`config.mk`:
```
export PLATFORM = sky130hd
export DESIGN_NAME = pc_sequencer
export DESIGN_NICKNAME = d
export VERILOG_FILES = /design/src/rtl/pc_sequencer.sv
export SDC_FILE = /design/constraint.sdc
export NUM_CORES = 1
export LEC_CHECK = 0
export BUFFER_PORTS_ARGS = -buffer_cell sky130_fd_sc_hd__buf_2
export CAP_MARGIN = 20
export CORE_ASPECT_RATIO = 1.2
export CORE_MARGIN = 2
export CORE_UTILIZATION = 40
export CTS_BUF_LIST = sky130_fd_sc_hd__clkbuf_2
export CTS_CLUSTER_DIAMETER = 40
export DETAILED_ROUTE_END_ITERATION = 6
export GPL_TIMING_DRIVEN = 0
export PLACE_DENSITY = 0.74
export SLEW_MARGIN = 0
export SYNTH_ARGS = -nofsm -noshare
export SYNTH_HDL_FRONTEND = slang
export SYNTH_SLANG_ARGS = --single-unit
export TNS_END_PERCENT = 10
```
`constraint.sdc`:
```
create_clock -name CLK -period 1.9 [get_ports CLK]
set_clock_uncertainty 0.05 [all_clocks]
set_input_delay 0.095 -clock CLK [delete_from_list [all_inputs] [get_ports CLK]]
set_output_delay 0.095 -clock CLK [all_outputs]
set_load 0.01 [all_outputs]
```
`src/rtl/pc_sequencer.sv`:
```
// rtl/pc_sequencer.sv - next-PC and fetch control (optional PC_MISALIGN_TRAP_EN)
module pc_sequencer #(
    parameter int unsigned PC_INC = 4,
    parameter int unsigned WORD_W = 32
) (
    input  logic              CLK,
    input  logic              nRST,
    input  logic [WORD_W-1:0] pco,
    input  logic              ihit,
    input  logic              stall,
    input  logic              branch_take,
    input  logic [WORD_W-1:0] branch_target,
    input  logic              jump_en,
    input  logic [WORD_W-1:0] jump_target,
    input  logic              halt_req,
    output logic              WEN,
    output logic [WORD_W-1:0] pci,
    output logic              halt,
    output logic              imemREN,
    output logic              instr_valid,
    output logic              misalign
);

    typedef enum logic [1:0] {BOOT, FETCH, HALTED} state_t;

    state_t             state, state_n;
    logic               pending_v, pending_v_n;
    logic [WORD_W-1:0]  pending_tgt, pending_tgt_n;
    logic               redir;
    logic [WORD_W-1:0]  tgt;
    logic               wen_raw;
    logic [WORD_W-1:0]  pci_raw;
    logic               ren_raw;
    logic               valid_raw;
    logic               wen_fin;
    logic [WORD_W-1:0]  pci_fin;
`ifdef PC_MISALIGN_TRAP_EN
    logic               misalign_q;
    logic               trap;
`endif

    assign redir = branch_take | jump_en;
    assign tgt   = branch_take ? branch_target : jump_target;

    // State and pending-redirect registers; reset drops any held redirect
    always_ff @(posedge CLK) begin
        if (!nRST) begin
            state       <= BOOT;
            pending_v   <= 1'b0;
            pending_tgt <= '0;
        end else begin
            state       <= state_n;
            pending_v   <= pending_v_n;
            pending_tgt <= pending_tgt_n;
        end
    end

    // Fetch arbitration: redirect > pending apply > halt > sequential > wait
    always_comb begin
        state_n       = state;
        pending_v_n   = pending_v;
        pending_tgt_n = pending_tgt;
        wen_raw       = 1'b0;
        pci_raw       = '0;
        ren_raw       = 1'b0;
        valid_raw     = 1'b0;
        case (state)
            BOOT: state_n = FETCH;
            FETCH: begin
                ren_raw = 1'b1;
                if (redir && ihit) begin
                    wen_raw     = 1'b1;
                    pci_raw     = tgt;
                    pending_v_n = 1'b0;
                end else if (redir) begin
                    pending_v_n   = 1'b1;
                    pending_tgt_n = tgt;
                end else if (pending_v && ihit) begin
                    wen_raw     = 1'b1;
                    pci_raw     = pending_tgt;
                    pending_v_n = 1'b0;
                end else if (halt_req && !pending_v) begin
                    state_n = HALTED;
                end else if (ihit && !stall) begin
                    wen_raw   = 1'b1;
                    pci_raw   = pco + WORD_W'(PC_INC);
                    valid_raw = 1'b1;
                end
            end
            default: state_n = HALTED;
        endcase
`ifdef PC_MISALIGN_TRAP_EN
        trap = wen_raw && (pci_raw[1:0] != 2'b00);
        if (trap) begin
            state_n     = HALTED;
            pending_v_n = 1'b0;
        end
        wen_fin = wen_raw && !trap;
        pci_fin = trap ? '0 : pci_raw;
`else
        wen_fin = wen_raw;
        pci_fin = pci_raw;
`endif
    end

`ifdef PC_MISALIGN_TRAP_EN
    // Sticky misalignment flag, cleared only by reset
    always_ff @(posedge CLK) begin
        if (!nRST)
            misalign_q <= 1'b0;
        else if (trap)
            misalign_q <= 1'b1;
    end
    assign misalign = nRST & misalign_q;
`else
    assign misalign = 1'b0;
`endif

    // Outputs are forced low while reset is held
    always_comb begin
        WEN         = nRST & wen_fin;
        pci         = nRST ? pci_fin : '0;
        imemREN     = nRST & ren_raw;
        instr_valid = nRST & valid_raw;
        halt        = nRST & (state == HALTED);
    end

endmodule

```
* Yosys cells after proc, flatten, opt, wreduce, memory -nomap -nowiden *
Cells that the tools add are included.

word-level totals
  register bits = 35
  latch bits = 0
  memory bits (writable) = 0
  bits in read-only memories = 0
  input port bits = 103
  output and inout bits = 37
  logic and storage cells = 54
  memories = 0

operators by class
  add/sub/neg operators = 1
  multiply operators = 0
  divide/modulo/power cells = 0
  $lt $le $gt $ge = 0
  eq/ne operators = 6
  shift operators = 0
  mux-type cells = 27
  bitwise gates (word level) = 6
  reductions and logical operators = 11

operators by type and width
  operator                                              count
  2-to-1 mux 32 bit                                     8
  adder 32 x 3 -> 32 bit (second input constant)        1
  2-to-1 mux 1 bit                                      14
  2-to-1 mux 2 bit                                      4
  inequality test 2 bit (second input constant)         4
  bitwise AND 1 bit                                     4
  logical AND 1 bit                                     4
  one-hot mux 2 bit (2 select lines)                    1
  AND reduction 4 bit                                   1
  AND reduction 3 bit                                   1
  nonzero test 3 bit                                    1
  equality test 2 x 1 -> 1 bit (second input constant)  1
  equality test 2 bit (second input constant)           1
  zero test 1 bit                                       2
  zero test 2 bit                                       1
  AND reduction 2 bit                                   1
  NOT 1 bit                                             1
  OR 1 bit                                              1

* Logic depth before layout (Yosys ltp) *
Gate-level depths: netlist (run 1).

  word-level depth = 9
  gate-level depth with buffers = 8
  gate-level depth less buffers = 6

* Least setup slack after synthesis (run 1) *
OpenSTA, ideal clock, no wires.

  path type = register to output
  from = register pending_v
  to = output pci[28]
  arrival = 1.810 ns
  data required time = 1.755 ns
  path slack = -0.055 ns
  stages on the path, launching flop included = 6
  cells stage by stage = dfxtp_1 buf_6 or4b_4 nor4_2 or4b_1 o211ai_1

between the ends
  word-level cells in the longest chain between the ends = 8
  elaborated cells on any way between the ends = 9
  those cells by class = mux: 6; reduce/logical: 3

ends and longest elaborated chain
  item                      RTL line  RTL
  start: declaration        27        logic pending_v, pending_v_n;
  start signal: assignment  53        pending_v <= pending_v_n;
  zero test 1 bit           82        end else if (halt_req && !pending_v) begin
  logical AND 1 bit         82
  2-to-1 mux 32 bit         82
  2-to-1 mux 32 bit (*)     78        end else if (pending_v && ihit) begin
  2-to-1 mux 32 bit (*)     75        end else if (redir) begin
  2-to-1 mux 32 bit (*)     71        if (redir && ihit) begin
  2-to-1 mux 32 bit (*)     67        case (state)
  2-to-1 mux 32 bit (*)     122       pci = nRST ? pci_fin : '0;
  end: declaration          17        output logic [WORD_W-1:0] pci,

Every way passes the cells marked *; elsewhere a longest branch is shown, timed or not.

* Worst setup path in the final report (run 1) *
  from = register state[1]
  to = output pci[28]

between the ends
  word-level cells in the longest chain between the ends = 3

ends and longest elaborated chain
  item                          RTL line  RTL
  start: declaration            26        state_t state, state_n;
  start signal: assignment      52        state <= state_n;
  equality test 2 x 1 -> 1 bit  67
  2-to-1 mux 32 bit             67
  2-to-1 mux 32 bit             122

Every way passes these cells.

==> results of run 1 <==
==> cell type report <==
class | count | area share (%)
well taps | 90 | 2.504
clock inverters | 3 | 1.057
multi-input cells | 292 | 51.39
flip-flops and latches | 35 | 15.72
inverters | 5 | 0.6956
clock buffers | 5 | 0.5565
plain buffers | 26 | 3.951
repair buffers | 174 | 24.12
==> power by group <==
part | switching (mW) | total [mW] | internal [mW] | leakage [nW]
logic | 0.308 | 0.608 | 0.299 | 1.81
registers | 0.0275 | 0.810 | 0.783 | 0.288
clock network | 0.301 | 0.531 | 0.230 | 0.0436
==> worst max path at each step <==
| stage | slack (ns) | cells after the start | end |
|---|---|---|---|
| after floorplan | 0.008 | 6 | pci[25] |
| after global placement | -0.54 | 9 | pci[23] |
| after detailed placement | -0.48 | 9 | pci[22] |
| after CTS | -0.58 | 6 | pci[28] |
| after global routing | -0.65 | 6 | pci[28] |
| final | -0.59 | 6 | pci[28] |
==> registers in the layout, summed over array words and instances (netlist names) <==
register / flops
pending_tgt: 32
state: 2
pending_v: 1
==> per-layer routing <==
metal  up-vias  track usage, %
li1       1755               -
met1      1774           30.39
met2       186           43.86
met3        25           4.271
met4         0           10.09
met5         -               0
==> metrics by stage <==
| step | power (mW) | worst slack [ns] | cells |
|---|---|---|---|
| 3_3_place_gp | 1.317 | -0.5369 | 586 |
| 2_1_floorplan | 1.102 | 0.007632 | 359 |
| 6_report | 1.949 | -0.5871 | 630 |
| 5_1_grt | 2.040 | -0.6459 | 630 |
| 3_5_place_dp | 1.331 | -0.4759 | 586 |
| 4_1_cts | 1.930 | -0.5800 | 626 |
==> timing repair <==
action                                  4_1_cts  5_1_grt
endpoints found under the setup margin       52       62
hold buffers                                 22        0
buffers inserted                             10        4
resized for setup                            53       26
pin swaps                                    11       18
gates cloned                                  1        0
endpoints found under the hold margin        12        0
==> worst max-delay path, cell delays in order, from the launching register on <==
cell,delay (ns)
dfxtp_2,0.39
nand3b_1,0.29
buf_6,0.20
nor4_4,0.30
or4b_1,0.46
o211ai_1,0.13
buf_2,0.18
==> synthesized netlist by cell type (5+ instances only) <==
master / count / area [sq um]
a21oi_1: 5 / 25.02
a22oi_1: 16 / 120.1
buf_2: 9 / 45.04
clkbuf_1: 13 / 48.80
dfxtp_1: 35 / 700.7
mux2_2: 13 / 146.4
mux2i_1: 32 / 320.3
nand2_1: 44 / 165.2
nand3_1: 22 / 110.1
nand4_1: 10 / 62.56
nor2_1: 8 / 30.03
nor2b_1: 16 / 100.1
nor4_1: 6 / 37.54
o211a_1: 19 / 190.2
o211ai_1: 15 / 112.6
o21ai_0: 6 / 30.03
o221ai_1: 11 / 96.34
or4_1: 11 / 82.58
xnor2_1: 12 / 105.1
==> cell families (layout without fill, tap and decap cells) <==
logic type | count (synthesis) | count (layout) | share of synthesized area [%]
AND/OR/NAND/NOR | 150 | 150 | 29.41
AO/OA/AOI/OAI | 82 | 82 | 21.87
multiplexers | 45 | 45 | 15.63
flip-flops | 35 | 35 | 23.46
buffers and inverters | 32 | 213 | 5.278
XOR/XNOR | 13 | 13 | 3.812
adder cells (fa/ha/maj) | 1 | 1 | 0.4189
other | 1 | 1 | 0.1256
==> reports/qor.yml, run 1 <==
grt_pass1_vias: 3675
p_leak_nw: 2.139
globalplace.congestion: 0.9322
core_sq_mm: 0.007232
syn-num-nets: 463
r2r-end: "pending_tgt[28]$_SDFFE_PN0P_"
fin_ws_ns: -0.5871
most-common-layout-cells: "137 x buf_2, 43 x nand2_1, 32 x mux2i_1, 32 x dfxtp_1, 22 x dlygate4sd3_1"
boundaryPins: 140
violations: "setup timing"
yosysSeqAreaShare_pct: 23.46
holdPathStages: 4
port-buffer-count: 137
fin_tns_setup_ns: -12.24
r2r_slack_ns: 0.06
ir_worst_vdd_mv: 0.3239
start_kind: "flop"
start_util_pct: 41.30
stdcell_area_sq_mm: 0.004497
clk_pin_slew_worst_paths_ns: 0.23
fin_nets: 643
maxCapViolations: 0
cp.required_ns: 1.75
power_density_mw_per_mm2: 433.4
antenna_left: 0
rr_worst_depth: 6
whs_ns: 0.02150
status: "complete, but fails checks"
critPathMaxFanout: 5
routedWlPerCell_um: 16.54
final_common_cell: "buf_2"
drc: 0
routed_wl_um: 10420
hold_path_end: "pending_tgt[2]$_SDFFE_PN0P_"
synth_edf_count: 0
worstSkewPairLatency_ns: 0.40
ys.flop_type: "dfxtp_1"
clock_sink_count: 35
grt_pass1_wl_um: 16990
min_period_ns: 2.487
cts_made_buffers: 5
finalSetupViolations: 33
crit_arrival_ns: 2.34
yosys_warnings: 0
placed_cell_area_sq_mm: 0.003785
cts-root-buf: "clkbuf_2"
clockBufferDepth: 2
viasPerCell: 5.937
hold_path.class: "in -> reg"
die_area_sq_mm: 0.008177
dpl.hpwl_um: 7568
drt_pass1_iterations: 5
async_flop_share_pct: 0
fmax_mhz: 402.1
syn_to_final_growth_pct: 50.57
n_fill_cell: 622
critPathKind: "reg -> out"
min_from: "jump_target[2]"
multi_input_area_sq_mm: 0.002311
ys_types: 54
grt_max_degree: 14
die_h_um: 98.66
antenna_cells: 0
hold_viol_final: 0
rsz0062_at_grt: "true"
avgSynthCellArea_sq_um: 8.319
drtIter0Drc: 219
synth_area_sq_mm: 0.002987
netlist_instances: 359
grt-ovfl-total: 0
antenna_found_initial: 0
timing.rr.start: "state[1]$_SDFFE_PN0P_"
wl_met2_um: 5191
final_util_pct: 62.18
crit_path_end_kind: "output port"
top_layer_used: "met4"
layout-drive-gt1-share_pct: 43.52
seq_area_sq_um: 706.9
die_w_um: 82.88
wl_met3_um: 835
slew_viol_final: 0
met1Wirelength_um: 4098
slew_headroom_pct: 53.81
tritoncts: "done"
dr_total_vias: 3740
worstMarginPinSlew_ns: 0.6903
ys_ff_latch: 35
htree_num_levels: 2
cp-startpoint: "state[1]$_SDFFE_PN0P_"
rows: 34
timing.final.crit_share_pct: 130.9
grt_usage_pct: 25.04
Note: power is estimated with default switching activity, not from simulation.
==> run 2, diff against run 1 <==
--- a/config.mk
+++ b/config.mk
@@ -5,7 +5,7 @@
 export SDC_FILE = /design/constraint.sdc
 export NUM_CORES = 1
 export LEC_CHECK = 0
-export BUFFER_PORTS_ARGS = -buffer_cell sky130_fd_sc_hd__buf_2
+export BUFFER_PORTS_ARGS = -buffer_cell sky130_fd_sc_hd__clkbuf_2
 export CAP_MARGIN = 20
 export CORE_ASPECT_RATIO = 1.2
 export CORE_MARGIN = 2
==> run 2 against run 1 <==
  * The flow still finishes with violations (setup timing)
  * Flip-flop and latch count unchanged
  * Clock power increased by 1%
  * Global-route usage increased by 0.84 points
  * Power grew 1.2%
  * Sequential power hardly changed
  * Largest cell class unchanged
  * Largest power group unchanged
==> reports/qor.yml, run 2 (synthesis results as in run 1) <==
status: "complete, but fails checks"
violations: "setup timing"
min_period_ns: 2.486
clk_pin_slew_worst_paths_ns: 0.23
worst_path_max_delay_cell: "or4b_4"
met2_usage_pct: 46.15
final_common_cell: "clkbuf_2"
maxCapViolations: 0
hold_viol_final: 0
dpl.hpwl_um: 7610
finalSetupViolations: 34
grt_pass1_wl_um: 17610
path_delay_family: "simple AND/OR/NAND/NOR gates"
cp.required_ns: 1.75
layout-drive-gt1-share_pct: 41.47
clock_sink_count: 35
antenna_found_initial: 0
slew_viol_final: 0
whs_ns: 0.02185
fin_nets: 660
drt_pass1_iterations: 5
antenna_cells: 0
routed_wl_um: 10600
die_h_um: 98.66
cts_made_buffers: 5
hold_path.class: "in -> reg"
power_density_mw_per_mm2: 429.4
cts-root-buf: "clkbuf_2"
critPathMaxFanout: 4
worstSkewPairLatency_ns: 0.41
fin_ws_ns: -0.5859
drc: 0
grt-ovfl-total: 0
path_cells: "or4b_4, nor4_4, or4b_1, o211ai_1, buf_2"
fmax_mhz: 402.3
place_ws_ns: -0.5121
die_area_sq_mm: 0.008177
grt_usage_pct: 25.87
routedWlPerCell_um: 16.38
viasPerCell: 5.801
worstMarginPinSlew_ns: 0.7210
boundaryPins: 140
most-common-layout-cells: "124 x clkbuf_2, 43 x nand2_1, 34 x dlygate4sd3_1"
ir_worst_vdd_mv: 0.3231
power.total_mw: 1.972
final_util_pct: 63.49
timing.final.crit_share_pct: 130.8
slew_headroom_pct: 51.76
crit_path_end_kind: "output port"
die_w_um: 82.88
dr_total_vias: 3753
crit_arrival_ns: 2.34
start_kind: "flop"
syn_to_final_growth_pct: 53.75
busiest_layer: "met2"
critPathKind: "reg -> out"
met1_usage_pct: 30.69
largestRegisters: "pending_tgt (32), state (2), pending_v (1)"
grt_max_degree: 14
antenna_left: 0
globalplace.congestion: 0.9280
top_register: "pending_tgt"
rsz0062_at_grt: "true"
rows: 34
htree_num_levels: 2
core_sq_mm: 0.007232
max_stage_delay_ns: 0.56
port-buffer-count: 137
clockBufferDepth: 2
fin_tns_setup_ns: -13.96
start_util_pct: 41.30
p_leak_nw: 2.198
grt_pass1_vias: 3814
use_met3_pct: 4.941
largest_register_ffs: 32
tritoncts: "done"
critPathBufInv: 1
drtIter0Drc: 141
-- run 2: timing repair --
item | CTS | global route
hold buffers | 34 | 0
endpoints found under the setup margin | 52 | 52
resized for setup | 45 | 47
endpoints found under the hold margin | 18 | 0
pin swaps | 12 | 7
cloned | 0 | 1
buffers inserted | 15 | 4
-- run 2: report_power, final --
group          leakage [nW]  switching (mW)  internal [mW]
registers             0.288          0.0291          0.783
logic                  1.87           0.309          0.314
clock network        0.0436           0.307          0.230
-- run 2: cell type report --
| cell class | instances | area (sq um) |
|---|---|---|
| Clock inverter | 3 | 47.55 |
| Buffer | 26 | 173.9 |
| Timing Repair Buffer | 191 | 1239 |
| Multi-Input combinational cell | 292 | 2261 |
| Tap cell | 90 | 112.6 |
| Sequential cell | 35 | 706.9 |
| Clock buffer | 5 | 25.02 |
| Fill cell | 624 | 2640 |
| Inverter | 5 | 26.28 |
-- run 2: stage by stage --
step / cells / area (sq um)
final: 647 / 4592
after global routing: 647 / 4592
after CTS: 642 / 4446
after detailed placement: 586 / 3785
after global placement: 586 / 3785
after floorplan: 359 / 2987
-- run 2: metal layers --
metal  wire (um)  up-vias
li1            -     1782
met1        4143     1753
met2        5370      195
met3         819       23
met4         263        0
met5           0        -
-- run 2: worst register-to-register path, stage by stage, from the launching register on --
cell and delay, ns:
dfxtp_2 0.38, nand2b_1 0.21, nor3_4 0.31, clkbuf_1 0.41, buf_2 0.31, nand2_1 0.10, o211a_1 0.14
-- run 2: path summary, 6_finish.rpt --
| check | start | endpoint | slack (ns) | cells past startpoint |
|---|---|---|---|---|
| worst min-delay path | jump_target[6] | pending_tgt[6]$_SDFFE_PN0P_ | 0.02 | 4 |
| worst max register to register | state[1]$_SDFFE_PN0P_ | pending_tgt[28]$_SDFFE_PN0P_ | -0.07 | 6 |
| worst max-delay path | pending_v$_SDFFE_PN0P_ | pci[28] | -0.59 | 5 |
| worst min register to register | pending_tgt[15]$_SDFFE_PN0P_ | pending_tgt[15]$_SDFFE_PN0P_ | 0.48 | 1 |
